`config.mk`:
```
export PLATFORM = sky130hd
export DESIGN_NAME = mac_pipe_flat
export DESIGN_NICKNAME = d
export VERILOG_FILES = /design/src/rtl/mac_pipe_if.sv /design/src/rtl/mac_pipe.sv /design/src/flat_wrapper.sv
export SDC_FILE = /design/constraint.sdc
export NUM_CORES = 2
export LEC_CHECK = 0
export ABC_AREA = 1
export BUFFER_PORTS_ARGS = -buffer_cell sky130_fd_sc_hd__buf_2
export CORE_MARGIN = 2
export CORE_UTILIZATION = 31
export DETAILED_ROUTE_END_ITERATION = 8
export HOLD_SLACK_MARGIN = 0.02
export PLACE_DENSITY = 0.46
export SETUP_SLACK_MARGIN = 0.15
export SYNTH_ARGS = -nofsm -noshare
export SYNTH_HDL_FRONTEND = slang
export SYNTH_SLANG_ARGS = --single-unit
```
`constraint.sdc`:
```
create_clock -name clk -period 9.7 [get_ports clk]
set_clock_uncertainty 0.2 [all_clocks]
set_input_delay 1.94 -clock clk [delete_from_list [all_inputs] [get_ports clk]]
set_output_delay 1.94 -clock clk [all_outputs]
set_load 0.02 [all_outputs]
```
`src/rtl/mac_pipe_if.sv`:
```
// Beat interface for mac_pipe: operand/valid inputs toward the MAC, result/flags back.
// Ports are plain vectors; mac_pipe applies the signed interpretation internally.
`timescale 1ns/1ps
interface mac_pipe_if #(
  parameter int A_DATA_WIDTH = 25,
  parameter int B_DATA_WIDTH = 18,
  parameter int C_DATA_WIDTH = 48,
  parameter int P_DATA_WIDTH = 48
) ();
  logic                    valid_in;
  logic                    load;
  logic [A_DATA_WIDTH-1:0] a;
  logic [B_DATA_WIDTH-1:0] b;
  logic [C_DATA_WIDTH-1:0] c;
  logic [P_DATA_WIDTH-1:0] p;
  logic                    valid_out;
  logic                    ovf;

  modport master (
    output valid_in, load, a, b, c,
    input  p, valid_out, ovf
  );

  modport slave (
    input  valid_in, load, a, b, c,
    output p, valid_out, ovf
  );
endinterface

```
`src/rtl/mac_pipe.sv`:
```
// Three-stage signed multiply-accumulate: p = c + a*b (load) or acc + a*b,
// with optional output clamping and a sticky per-group overflow flag.
`timescale 1ns/1ps
module mac_pipe #(
  parameter int A_DATA_WIDTH = 25,
  parameter int B_DATA_WIDTH = 18,
  parameter int C_DATA_WIDTH = 48,
  parameter int P_DATA_WIDTH = 48,
  parameter bit SATURATE     = 1'b1
) (
  input logic        clk,
  input logic        rst,
  mac_pipe_if.slave  bus
);

  localparam logic signed [47:0] P_MAX =
    {{(49-P_DATA_WIDTH){1'b0}}, {(P_DATA_WIDTH-1){1'b1}}};
  localparam logic signed [47:0] P_MIN = ~P_MAX;

  // stage 1
  logic               v1;
  logic               load1;
  logic signed [24:0] a1;
  logic signed [17:0] b1;
  logic signed [47:0] c1;

  // stage 2
  logic               v2;
  logic               load2;
  logic signed [42:0] m2;
  logic signed [47:0] c2;

  // stage 3 / output
  logic signed [47:0]     acc;
  logic [P_DATA_WIDTH-1:0] p_q;
  logic                    ovf_q;
  logic                    valid_out_q;

  logic signed [47:0]      base;
  logic signed [47:0]      m_ext;
  logic signed [47:0]      sum;
  logic                    o48;
  logic                    op;
  logic                    clamp_hi;
  logic [P_DATA_WIDTH-1:0] p_next;
  logic                    ovf_next;

  always_ff @(posedge clk or posedge rst) begin
    if (rst) begin
      v1    <= 1'b0;
      load1 <= 1'b0;
      a1    <= '0;
      b1    <= '0;
      c1    <= '0;
    end else begin
      v1 <= bus.valid_in;
      // operands only move when the beat is real, so idle inputs never toggle the datapath
      if (bus.valid_in) begin
        load1 <= bus.load;
        a1    <= 25'($signed(bus.a));
        b1    <= 18'($signed(bus.b));
        c1    <= 48'($signed(bus.c));
      end
    end
  end

  always_ff @(posedge clk or posedge rst) begin
    if (rst) begin
      v2    <= 1'b0;
      load2 <= 1'b0;
      m2    <= '0;
      c2    <= '0;
    end else begin
      v2 <= v1;
      if (v1) begin
        load2 <= load1;
        m2    <= 43'(a1) * 43'(b1);
        c2    <= c1;
      end
    end
  end

  always_comb begin
    base  = load2 ? c2 : acc;
    m_ext = 48'(m2);
    sum   = base + m_ext;
    o48   = (base[47] == m_ext[47]) && (sum[47] != base[47]);
    // never true at P=48 since P_MAX/P_MIN span the full 48-bit range
    op    = (sum > P_MAX) || (sum < P_MIN);
    // on 48-bit wrap the result sign is wrong, so the operand sign gives the true direction
    clamp_hi = o48 ? ~base[47] : ~sum[47];
    p_next   = sum[P_DATA_WIDTH-1:0];
    if (SATURATE && (o48 || op)) begin
      p_next = clamp_hi ? P_MAX[P_DATA_WIDTH-1:0] : P_MIN[P_DATA_WIDTH-1:0];
    end
    ovf_next = o48 | op | (~load2 & ovf_q);
  end

  always_ff @(posedge clk or posedge rst) begin
    if (rst) begin
      acc         <= '0;
      p_q         <= '0;
      ovf_q       <= 1'b0;
      valid_out_q <= 1'b0;
    end else begin
      valid_out_q <= v2;
      if (v2) begin
        acc   <= sum;
        p_q   <= p_next;
        ovf_q <= ovf_next;
      end
    end
  end

  assign bus.p         = p_q;
  assign bus.ovf       = ovf_q;
  assign bus.valid_out = valid_out_q;

endmodule

```
`src/flat_wrapper.sv`:
```
// flat-port wrapper written by rule: the top's interface ports become plain ports
module mac_pipe_flat 
#(
  parameter int A_DATA_WIDTH = 25,
  parameter int B_DATA_WIDTH = 18,
  parameter int C_DATA_WIDTH = 48,
  parameter int P_DATA_WIDTH = 48,
  parameter bit SATURATE     = 1'b1
)
  (clk, rst, bus_valid_in, bus_load, bus_a, bus_b, bus_c, bus_p, bus_valid_out, bus_ovf);
  mac_pipe_if #(.A_DATA_WIDTH(A_DATA_WIDTH), .B_DATA_WIDTH(B_DATA_WIDTH), .C_DATA_WIDTH(C_DATA_WIDTH), .P_DATA_WIDTH(P_DATA_WIDTH)) bus_i ();
  input logic clk;
  input logic rst;
  input wire logic [$bits(bus_i.valid_in)-1:0] bus_valid_in;
  input wire logic [$bits(bus_i.load)-1:0] bus_load;
  input wire logic [$bits(bus_i.a)-1:0] bus_a;
  input wire logic [$bits(bus_i.b)-1:0] bus_b;
  input wire logic [$bits(bus_i.c)-1:0] bus_c;
  output wire logic [$bits(bus_i.p)-1:0] bus_p;
  output wire logic [$bits(bus_i.valid_out)-1:0] bus_valid_out;
  output wire logic [$bits(bus_i.ovf)-1:0] bus_ovf;
  assign bus_i.valid_in = bus_valid_in;
  assign bus_i.load = bus_load;
  assign bus_i.a = bus_a;
  assign bus_i.b = bus_b;
  assign bus_i.c = bus_c;
  assign bus_p = bus_i.p;
  assign bus_valid_out = bus_i.valid_out;
  assign bus_ovf = bus_i.ovf;
  mac_pipe #(.A_DATA_WIDTH(A_DATA_WIDTH), .B_DATA_WIDTH(B_DATA_WIDTH), .C_DATA_WIDTH(C_DATA_WIDTH), .P_DATA_WIDTH(P_DATA_WIDTH), .SATURATE(SATURATE)) u_core (.clk(clk), .rst(rst), .bus(bus_i));
endmodule
```
Yosys cells after proc, flatten, opt, wreduce, memory -nomap -nowiden
Cells that the tools add are included.
Operators by class
  order comparisons: 2
  muxes and demuxes: 4
  div/mod/pow operators: 0
  shifts and indexed selects: 0
  reduce and logical (&&, ||, !) cells: 3
  multiply operators: 1
  bitwise gates (word level): 6
  add/subtract/negate cells: 1
  equal/unequal tests: 2
Operators with widths (number)
  $mux W48: 3
  $add A48 B43 Y48: 1
  $gt A48 B48 Y1 const B: 1
  $lt A48 B48 Y1 const B: 1
  $mul A25 B18 Y43: 1
  $not A1 Y1: 3
  $logic_or A1 B1 Y1: 2
  $or A1 B1 Y1: 2
  $and A1 B1 Y1: 1
  $eq A1 B1 Y1: 1
  $logic_and A1 B1 Y1: 1
  $mux W1: 1
  $ne A1 B1 Y1: 1
Word-level totals
  output and inout bits: 50
  ROM bits: 0
  bits in registers: 284
  memory bits (writable): 0
  bits of input ports: 95
  bits in latches: 0
  logic and storage cells: 32
  memories: 0

Longest topological paths before layout
  depth in word-level cells: 7
  gate-level depth with buffers: 30
  mapped depth without buffers: 28

Least setup slack after synthesis
Ideal clock, no wire load.
  kind: register to register
  start point: register u_core.a1[24]
  end point: register u_core.m2[42]
  clock period less this slack: 5.958 ns
  setup slack: 3.742 ns
  data arrival time: 5.640 ns
  data required time: 9.382 ns
  stages on the path, launching flop included: 23
  library setup time: 0.118 ns
  cell sequence: dfrtp_1 -> clkbuf_1 -> clkbuf_1 -> nand2_1 -> fa_1 -> inv_1 -> fa_1 -> fa_1 -> inv_1 -> fa_1 -> inv_1 -> fa_1 -> fa_1 -> ha_1 -> inv_1 -> nor3_1 -> nand2_1 -> nor2_1 -> nand3_1 -> nand3_1 -> nand2_1 -> nand3_1 -> nand2_1
On the way
  longest elaborated chain between the ends: 1
Ends and longest elaborated chain
  from (decl): line mac_pipe.sv:23  | logic signed [24:0] a1;
  from (signal assigned): line mac_pipe.sv:60  | a1 <= 25'($signed(bus.a));
  $mul A25 B18 Y43: line mac_pipe.sv:77  | m2 <= 43'(a1) * 43'(b1);
  to (signal assigned): line mac_pipe.sv:77
  to (decl): line mac_pipe.sv:30  | logic signed [42:0] m2;
Every way passes these cells.
A chain may end at the register's enable or synchronous reset.

Final worst setup path
  start point: register u_core.b1[5]
  end point: register u_core.m2[22]
On the way
  longest elaborated chain between the ends: 1
Ends and longest elaborated chain
  from (decl): line mac_pipe.sv:24  | logic signed [17:0] b1;
  from (signal assigned): line mac_pipe.sv:61  | b1 <= 18'($signed(bus.b));
  $mul A25 B18 Y43: line mac_pipe.sv:77
Every way passes these cells.

==> summary.md <==
| Metric | Value |
|---|---|
| Worst rel slew slack | `0.1433` |
| Die Ht | `approximately 330 um` |
| Final Hold Viols | `0` |
| RSZ-0062 raised after global routing | `no` |
| Most repeated library cell on the critical path | `fa_1` |
| Row count | `118` |
| Min-Delay Startpoint | `u_core.c1[20]` |
| Hold WS | `0.2753 ns` |
| Final WL | `~100 mm` |
| Gate count after technology mapping | `about 4,300` |
| I/O pin count | `approximately 150` |
| DR iter-0 viols | `1,633` |
| Ys async rst share | `1.000` |
| Cell variety after synth | `37` |
| CTS tree | `built` |
| Die ar. | `between 100,000 and 150,000 um2` |
| DR vias/cell | `between 4 and 5` |
| Worst EP arrival | `approximately 7.4 ns` |
| Clk pin slew, worst setup/hold paths | `around 0.06 ns` |
| Post-DP HPWL | `82.37 mm` |
| R2r startpoint | `u_core.b1[5]` |
| Largest net degree at the start of global routing | `roughly 140` |
| Initial core utilization | `0.3130` |
| Number of flops mapped to enable cells by yosys | `0` |
| Clock Tree Root | `clkbuf_16` |
| Worst-margin pin slew | `between 1 and 1.5 ns` |
| GR Util All Layers | `0.1964` |
| Drt drc | `0` |
| Max Cap Viol | `0` |
| Final setup viols | `0` |
| Drt pass-1 iters | `5` |
| Share of cells above drive strength 1 | `0.08496` |
| Initial antenna violation count | `0` |
| FMAX | `roughly 140 MHz` |
| Total number of vias | `26,080` |
| CP Buf/Inv Count | `4` |
| Area leader, netlist | `fa_1` |
| Fin. max-slew vios | `0` |
| Wire per inst | `between 15 and 20 um` |
| First-pass GRT wire length | `162.7 mm` |
| Ys Warns | `0` |
| Utilization after layout | `0.3458` |
| # clock sinks | `284` |
| Count of cells resized by post-cts repair | `0` |
| CP Data Required Time | `roughly 10 ns` |
| CORE AREA | `between 100,000 and 150,000 um2` |
| Critical Path End Type | `register` |
| Period minus WS final | `approximately 7 ns` |
| Critical Path Max Stage Delay | `1.20 ns` |
| Yosys reg bits | `284` |
| Top post-synthesis cells by area | `fa_1 (27%), dfrtp_1 (22%), nand2_1 (15%)` |
| Startpoint Class | `register` |
| Most frequent cell after synthesis | `nand2_1` |
| Worst path slowest cell | `dfrtp_1` |
| H-tree lvl count | `2` |
| Setup TNS | `0 ns` |
| Gr ovfl total | `0` |
| Net count after synthesis | `5,021` |
| Crit-path cells | `nand2_1 -> fa_1 -> fa_1 -> fa_1 -> fa_1 -> inv_1 -> fa_1 -> inv_1 -> fa_1 -> inv_1 -> ha_1 -> nand2_1 -> inv_1 -> a21oi_1 -> nor2_1 -> nor2_1 -> o21ai_0 -> a21oi_1 -> xnor2_1 -> nand2_1 -> nand2_1` |
| Status | `finished, final reports clean` |
| Tcrit/Tclk final | `0.7280` |
| Most frequent cells after synthesis | `nand2_1 (1,285), inv_1 (1,066), fa_1 (442), dfrtp_1 (284), nor2_1 (247)` |
| Final net count | `5,064` |
| CTS Hold Buffers Added | `0` |
| IO Port Bufs | `144` |
| CTS Buf Count | `39` |
| Critical path's top delay family | `adder cells` |
| Final ANT Viol Nets | `0` |
| HP Class | `reg -> reg` |
| Avg Synthesized Cell Area | `around 7.5 um2` |
| Setup bufs post-CTS | `0` |
| Kind of critical path | `reg -> reg` |
| Synthesized cell area | `32,490 um2` |
| Sequential area share after synthesis | `0.2187` |
| CP max FO | `26` |
| Syn-to-layout area delta | `10.47%` |
| Critical Path Source | `u_core.b1[5]` |
| Vias in the first global route | `around 28,000` |
| Final GP Congestion | `between 0.9 and 1` |
| Synth top area share | `0.2723` |
| Post-route cell area | `around 36,000 um2` |
| Max clock buf depth | `3` |
| Die width | `327.7 um` |
| N_diodes | `0` |
| Main flop type after synthesis | `dfrtp_1` |
| Area after DPL | `34,500 um2` |
| Worst-Skew Late Latency | `about 0.61 ns` |
## sequential cells by signal, indices dropped and copies added (netlist names)
name	count
u_core.m2	43
u_core.c2	48
u_core.v2	1
u_core.load2	1
u_core.v1	1
u_core.bus.p	48
u_core.load1	1
u_core.bus.valid_out	1
u_core.b1	18
u_core.acc	48
u_core.bus.ovf	1
u_core.a1	25
u_core.c1	48
## layer usage
layer,share of wire,vias up,global-route usage
li1,-,12770,-
met3,0.037,95,0.02325
met1,0.48,12760,0.2733
met4,0.014,0,0.03291
met2,0.47,459,0.3319
met5,0,-,0
## stage by stage
stage          cells  setup WS [ns]
3_5_place_dp    5712          2.679
6_report        5782          2.639
5_1_grt         5782          2.204
4_1_cts         5782          2.615
2_1_floorplan   4330          3.742
3_3_place_gp    5712          2.636
## final cells by class
| type | count | area (um2) |
|---|---|---|
| flip-flops and latches | 284 | 7113 |
| clock buffers | 48 | 1070 |
| multi-input cells | 2801 | 20650 |
| fillers | 11260 | 67900 |
| well taps | 1380 | 1727 |
| inverters | 1071 | 4025 |
| clock inverters | 22 | 325.3 |
| repair buffers | 176 | 979.7 |
## cell usage in the layout, fill, tap and decap left out, types with 3 or more instances in the layout
cell        netlist  layout
o21bai_1          5       5
a21oi_2          19      19
clkinv_4          0       4
fa_1            442     442
nand2_1        1285    1285
dfrtp_1         284     281
clkinvlp_4        0       5
buf_2             3     143
xnor2_1           6       6
a21o_1            3       3
buf_4             1      31
o21ai_0         218     218
nor2_1          247     247
a21oi_1         103     102
nor2_4            3       3
a31o_2            5       5
clkbuf_16         0      39
clkinv_2          0       6
o211ai_1          3       3
xor2_1           31      31
a31oi_1          28      28
or2_2            10      10
mux2_2           50      50
nand3b_1          4       4
inv_1          1066    1065
inv_2             5       4
nand4_1          34      34
clkbuf_1        149       3
nor3_1           19      19
nand3_1          94      94
clkbuf_8          0       6
nor2_2            5       5
nand2_2          27      27
ha_1            154     154
bufinv_16         0       6
## cell families after synthesis
group / Yosys count / share of synthesized area
AO/OA/AOI/OAI: 386 / 0.06431
XOR/XNOR: 37 / 0.009974
adder cells (fa/ha/maj): 596 / 0.3317
buffers and inverters: 1245 / 0.1460
flip-flops: 284 / 0.2187
multiplexers: 50 / 0.01733
AND/OR/NAND/NOR: 1732 / 0.2120
## path summary, 6_finish.rpt
path / end / slack [ns] / cells after the start
worst max-delay path: u_core.m2[22] / 2.64 / 21
worst min-delay path: u_core.c2[20] / 0.28 / 2
worst max register to register: u_core.m2[22] / 2.64 / 21
worst min register to register: u_core.c2[20] / 0.28 / 2
max in group asynchronous: u_core.v2 / 6.59 / 3
min in group asynchronous: u_core.c2[13] / 1.32 / 2
## worst reg2reg max path, cell delays in order (launching register included)
cell and delay (ns):
dfrtp_1 1.20, nand2_1 0.18, fa_1 0.52, fa_1 0.60, fa_1 0.46, fa_1 0.55
inv_1 0.05, fa_1 0.47, inv_1 0.05, fa_1 0.49, inv_1 0.05, ha_1 0.34
nand2_1 0.19, inv_1 0.08, a21oi_1 0.26, nor2_1 0.08, nor2_1 0.19, o21ai_0 0.26
a21oi_1 0.31, xnor2_1 0.26, nand2_1 0.11, nand2_1 0.09
Power is not shown: default switching activity piles up to over one toggle a cycle in this logic, so the estimate is an artifact.
